<file path="src/rtl/serial_reg_loader.sv">
// Serial register-write front end: synchronises a 3-pin serial port
// (cs_n / sck / sdi) into clk, deserialises MSB-first frames into
// {address, data} and issues one write_strobe per completed frame.
module serial_reg_loader #(
  parameter int unsigned SYNC_STAGES = 2,
  parameter int unsigned ADDR_W      = 3,
  parameter int unsigned DATA_W      = 5
) (
  input  logic              clk,
  input  logic              rst,
  input  logic              cs_n_pin,
  input  logic              sck_pin,
  input  logic              sdi_pin,
  output logic              write_strobe,
  output logic [ADDR_W-1:0] address,
  output logic [DATA_W-1:0] data,
  output logic              busy,
  output logic              frame_err,
  output logic [3:0]        frame_count
);

  localparam int unsigned FRAME_BITS = ADDR_W + DATA_W;
  localparam int unsigned CNT_W      = $clog2(FRAME_BITS);
  localparam int unsigned FC_W       = 4;

  typedef enum logic {IDLE, SHIFT} state_e;

  logic [SYNC_STAGES-1:0] cs_sync_q, sck_sync_q, sdi_sync_q;
  logic                   sck_prev_q;
  logic                   cs_n_s, sck_s, sdi_s, sck_rise;

  state_e                 state_q, state_d;
  logic [FRAME_BITS-1:0]  shift_q, shift_d;
  logic [CNT_W-1:0]       bit_cnt_q, bit_cnt_d;
  logic                   done_q, done_d;
  logic                   write_strobe_q, write_strobe_d;
  logic [ADDR_W-1:0]      address_q, address_d;
  logic [DATA_W-1:0]      data_q, data_d;
  logic                   busy_q, busy_d;
  logic                   frame_err_q, frame_err_d;
  logic [FC_W-1:0]        frame_count_q, frame_count_d;

  // Pin synchronisers plus the registered copy of sck used for edge detection
  always_ff @(posedge clk or posedge rst) begin
    if (rst) begin
      cs_sync_q  <= '1;
      sck_sync_q <= '0;
      sdi_sync_q <= '0;
      sck_prev_q <= 1'b0;
    end else begin
      cs_sync_q  <= {cs_sync_q[SYNC_STAGES-2:0], cs_n_pin};
      sck_sync_q <= {sck_sync_q[SYNC_STAGES-2:0], sck_pin};
      sdi_sync_q <= {sdi_sync_q[SYNC_STAGES-2:0], sdi_pin};
      sck_prev_q <= sck_sync_q[SYNC_STAGES-1];
    end
  end

  assign cs_n_s   = cs_sync_q[SYNC_STAGES-1];
  assign sck_s    = sck_sync_q[SYNC_STAGES-1];
  assign sdi_s    = sdi_sync_q[SYNC_STAGES-1];
  assign sck_rise = sck_s & ~sck_prev_q;

  // State and datapath registers
  always_ff @(posedge clk or posedge rst) begin
    if (rst) begin
      state_q        <= IDLE;
      shift_q        <= '0;
      bit_cnt_q      <= '0;
      done_q         <= 1'b0;
      write_strobe_q <= 1'b0;
      address_q      <= '0;
      data_q         <= '0;
      busy_q         <= 1'b0;
      frame_err_q    <= 1'b0;
      frame_count_q  <= '0;
    end else begin
      state_q        <= state_d;
      shift_q        <= shift_d;
      bit_cnt_q      <= bit_cnt_d;
      done_q         <= done_d;
      write_strobe_q <= write_strobe_d;
      address_q      <= address_d;
      data_q         <= data_d;
      busy_q         <= busy_d;
      frame_err_q    <= frame_err_d;
      frame_count_q  <= frame_count_d;
    end
  end

  // Next-state logic: shift on sck rises, commit a completed frame one cycle later,
  // cs deassertion takes priority over a coincident sck rise
  always_comb begin
    state_d        = state_q;
    shift_d        = shift_q;
    bit_cnt_d      = bit_cnt_q;
    done_d         = 1'b0;
    write_strobe_d = 1'b0;
    address_d      = address_q;
    data_d         = data_q;
    frame_err_d    = 1'b0;
    frame_count_d  = frame_count_q;

    if (done_q) begin
      write_strobe_d        = 1'b1;
      {address_d, data_d}   = shift_q;
      frame_count_d         = frame_count_q + FC_W'(1);
    end

    case (state_q)
      IDLE: begin
        if (!cs_n_s) state_d = SHIFT;
      end
      SHIFT: begin
        if (cs_n_s) begin
          state_d   = IDLE;
          bit_cnt_d = '0;
          if (bit_cnt_q != '0) frame_err_d = 1'b1;
        end else if (sck_rise) begin
          shift_d = {shift_q[FRAME_BITS-2:0], sdi_s};
          if (bit_cnt_q == CNT_W'(FRAME_BITS - 1)) begin
            bit_cnt_d = '0;
            done_d    = 1'b1;
          end else begin
            bit_cnt_d = bit_cnt_q + CNT_W'(1);
          end
        end
      end
      default: state_d = IDLE;
    endcase

    busy_d = (state_d == SHIFT) || (bit_cnt_d != '0);
  end

  assign write_strobe = write_strobe_q;
  assign address      = address_q;
  assign data         = data_q;
  assign busy         = busy_q;
  assign frame_err    = frame_err_q;
  assign frame_count  = frame_count_q;

endmodule

</file>
<file path="config.mk">
export PLATFORM = sky130hd
export DESIGN_NAME = serial_reg_loader
export DESIGN_NICKNAME = d
export VERILOG_FILES = /design/src/rtl/serial_reg_loader.sv
export SDC_FILE = /design/constraint.sdc
export NUM_CORES = 1
export LEC_CHECK = 0
export CAP_MARGIN = 20
export CORE_MARGIN = 2
export CORE_UTILIZATION = 55
export CTS_CLUSTER_DIAMETER = 40
export DETAILED_ROUTE_END_ITERATION = 8
export GPL_ROUTABILITY_DRIVEN = 0
export PLACE_DENSITY = 0.86
export SLEW_MARGIN = 40
export SYNTH_ARGS = -nofsm -noshare
export SYNTH_HDL_FRONTEND = slang
export SYNTH_SLANG_ARGS = --single-unit
export TNS_END_PERCENT = 50
</file>
<file path="constraint.sdc">
create_clock -name clk -period 3.4 [get_ports clk]
set_clock_uncertainty 0.1 [all_clocks]
set_input_delay 0.68 -clock clk [delete_from_list [all_inputs] [get_ports clk]]
set_output_delay 0.68 -clock clk [all_outputs]
set_load 0.05 [all_outputs]
</file>
; ---- After elaboration in Yosys (flattened, before gate mapping)
; Index checks and enable logic that the tools add are counted.
[totals]
ff_bits = 35
latchBits = 0
mem_bits_rw = 0
mem_bits_ro = 0
input_bits = 5
out_inout_bits = 15
word_cells = 37
mem_count = 0
[classes]
add_sub_neg = 2
n_mul = 0
n_div = 0
n_lt_le_gt_ge = 0
eq_ne = 1
shifts = 0
mux = 13
bitwise = 3
n_reduce_logical = 4
[ops]
columns = cell, count
row1 = $mux W3, 4
row2 = $mux W1, 9
row3 = $reduce_bool A3 Y1, 2
row4 = $add A4 B1 Y4 const B, 1
row5 = $add A3 B1 Y3 const B, 1
row6 = $eq A3 B3 Y1 const B, 1
row7 = $reduce_and A3 Y1, 1
row8 = $not A1 Y1, 2
row9 = $and A1 B1 Y1, 1
row10 = $logic_or A1 B1 Y1, 1

; ---- Depth between registers and ports, before layout
[depth]
depth_word = 7
mapped_depth = 4
depth_no_buf = 4

; ---- Worst setup path after synthesis
; OpenSTA, ideal clock, no wires.
[synth_path]
path_kind = reg-to-reg
from = register frame_count_q[0], in the netlist frame_count[0]
to = register frame_count_q[1], in the netlist frame_count[1]
setup_time_ns = 0.125
arrival_ns = 1.211
required_ns = 3.175
slack_ns = 1.964
stages_incl_launch_ff = 3
n_path_buf = 0
synth_period_minus_slack_ns = 1.436
cell_sequence = dfrtp_1 > ha_1 > mux2_2
[synth_between]
elab_chain_cells = 1
[synth_lines]
columns = element, line_no
row1 = start: declaration, 41  ; logic [FC_W-1:0] frame_count_q, frame_count_d;
row2 = start signal: assignment, 86  ; frame_count_q <= frame_count_d;
row3 = $add A4 B1 Y4, 106  ; frame_count_d = frame_count_q + FC_W'(1);
; Every way passes these cells.
; A chain may end at the register's enable or synchronous reset.

; ---- Final worst setup path
[layout_path]
from = register frame_count_q[0], in the netlist frame_count[0]
to = output port frame_count[0]
[layout_rtl]
columns = element, line_no
row1 = end: declaration, 19  ; output logic [3:0] frame_count
; No word-level cell between the ends.

==> flow_summary.json <==
{
  "layout_commonest_cell": "dfrtp_1",
  "h-tree-depth": 2,
  "drtIter0Drc": 5,
  "ys_types": 22,
  "grt_pass1_vias": 751,
  "regArea_sq_um": 878,
  "crit_slowest_cell": "clkdlybuf4s50_1",
  "die_h_um": 52.8,
  "finalPower_w": 0.000779,
  "rsz0062_at_grt": "false",
  "cp_top_family": "buffers and inverters",
  "path_max_fanout": 4,
  "ant_nets": 0,
  "crit_buf_inv": 1,
  "start_util_pct": 58.7,
  "cts_max_path_buffers": 2,
  "numCtsBuffers": 5,
  "yosysSeqAreaShare_pct": 67.0,
  "hold_violations": 0,
  "io_buffer_count": 19,
  "peakVddDrop_uv": 449,
  "worstReg2RegEnd": "shift_q[5]",
  "r2r_setup_slack_ns": 1.98,
  "dieArea_sq_um": 2790,
  "crit_path_end_kind": "output pin",
  "finalCritPeriodShare_pct": 69.5,
  "rr_startpoint": "sck_prev_q",
  "holdBufCountCts": 0,
  "critPathMaxStageDelay_ns": 0.82,
  "antenna_found_initial": 0,
  "grt_usage_pct": 19.0,
  "ioPinCount": 20,
  "p_leak_nw": 0.759,
  "max_freq_mhz": 423,
  "grt_pass1_wl_um": 3440,
  "insertedDiodeCount": 0,
  "worstPathRequired_ns": 2.62,
  "critical_path_class": "reg2out",
  "area_delta_synth_final_pct": 21.1,
  "yosys_warnings": 0,
  "setup-violations-final": 0,
  "cp-start-kind": "flop",
  "arrival_ns": 1.58,
  "mostFrequentLayoutCells": "33 x dfrtp_1, 19 x clkdlybuf4s50_1, 11 x mux2_2",
  "worstHoldPathCells": 0,
  "hold_class": "reg2reg",
  "final.fill_count": 169,
  "synth_seq_cells": 35,
  "vias": 717,
  "synth_cells": 82,
  "cap_violations": 0,
  "placementRows": 17,
  "cts_tree": "done",
  "clk_pin_slew_ns": 0.11,
  "grt_max_degree": 23,
  "core-area_sq_um": 2230,
  "root_buffer": "clkbuf_4",
  "vias_per_cell": 5.27,
  "wl_per_cell_um": 14.2,
  "p_per_area_nw_per_um2": 491,
  "wl_um": 1940,
  "path_cells": "clkdlybuf4s50_1",
  "multiInputGateArea_sq_um": 397,
  "drc": 0,
  "grt-ovfl-total": 0,
  "cts_resized": 0,
  "drt-pass1-iter-count": 4,
  "synth_fp_nets": 91,
  "drive_gt1_share_pct": 29.6,
  "clock_latency_ns": 0.34,
  "syn-cell-area_sq_um": 1310,
  "tns_ns": 0,
  "place.detailed.hpwl_um": 1410,
  "synth.avg_cell_area_sq_um": 16.0,
  "slew_headroom_pct": 65.6,
  "min_period_ns": 2.36,
  "place_inst": 128,
  "cts_setup_buffers": 0,
  "hold_start": "sck_sync_q[0]",
  "final_cells": 136,
  "slew_violations": 0,
  "worst_r2r_path_depth": 2,
  "cts_sinks": 35,
  "holdPathEnd": "sck_sync_q[1]",
  "tightest_slew_ns": 0.514,
  "nNetsFinal": 116,
  "fp.dieW_um": 52.8,
  "status": "completed"
}
[worst max-delay path by stage]
stage                              start        endpoint  slack [ns]  cells after the start
after floorplan                      rst      address[0]        1.85                      1
after global placement               rst  frame_count[3]        1.44                      3
after detailed placement  frame_count[0]  frame_count[0]        1.41                      1
after CTS                 frame_count[0]  frame_count[0]        1.01                      1
after global routing      frame_count[0]  frame_count[0]        0.97                      1
final                     frame_count[0]  frame_count[0]        1.04                      1
[routing by layer]
metal	routed length, um	vias up	track usage (%)
met5	0	-	0
met4	22	0	8.97
met3	114	2	8.57
met2	999	20	30.2
met1	799	363	21.8
li1	-	332	-
[final cells by class]
cell class / count / area share, %
tap: 28 / 2.21
inverter: 5 / 1.18
clock inverter: 1 / 0.315
clock buffer: 7 / 3.47
timing repair buffer: 20 / 12.5
multi-input combinational: 40 / 25.0
sequential: 35 / 55.4
[registers in the layout (all words and copies together), names as in the netlist]
name / count
sdi_sync_q: 2
frame_count: 4
data: 5
done_q: 1
address: 3
sck_sync_q: 2
frame_err: 1
state_q: 1
sck_prev_q: 1
cs_sync_q: 2
shift_q: 8
bit_cnt_q: 3
write_strobe: 1
busy: 1
[cells by family (layout without fill, tap and decap cells)]
family / Yosys count / count (layout) / synth area share [%]
compound gates: 6 / 6 / 3.34
xor+xnor: 3 / 3 / 2.01
buf+inv: 7 / 33 / 2.67
fa+ha+maj: 4 / 4 / 3.82
mux: 17 / 17 / 16.3
flops: 35 / 35 / 67.0
simple gates: 10 / 10 / 4.78
[through the flow]
stage	instance area [sq um]	worst slack [ns]	utilization (%)	hold WS, ns
6_report	1590	1.04	71.0	0.254
5_1_grt	1590	0.973	71.0	0.266
4_1_cts	1590	1.01	71.0	0.256
3_5_place_dp	1530	1.41	68.3	0.235
3_3_place_gp	1530	1.44	68.3	0.234
2_1_floorplan	1310	1.85	-	0.231
[power by group]
part	leakage (nW)	switching, W	internal [W]
clock	0.0353	0.000129	0.000100
sequential	0.458	0.0000255	0.000450
combinational	0.266	0.0000296	0.0000449
[synth_stat cells]
master	count	area, sq um
nor2_1	1	3.75
nor3_1	1	5.00
mux2_4	6	90.1
nand2b_1	1	6.26
o311ai_0	1	8.76
nand4_1	1	6.26
nor2b_1	1	6.26
xnor2_1	2	17.5
buf_2	1	5.00
and2_2	1	7.51
dfstp_2	2	52.6
o21ai_0	2	10.0
a22o_2	2	20.0
a21oi_1	1	5.00
buf_6	1	11.3
and4bb_4	1	16.3
dfrtp_1	33	826
xor2_1	1	8.76
inv_1	5	18.8
ha_1	4	50.1
nand2_1	3	11.3
mux2_2	11	124
(Power assumes the default switching activity.)
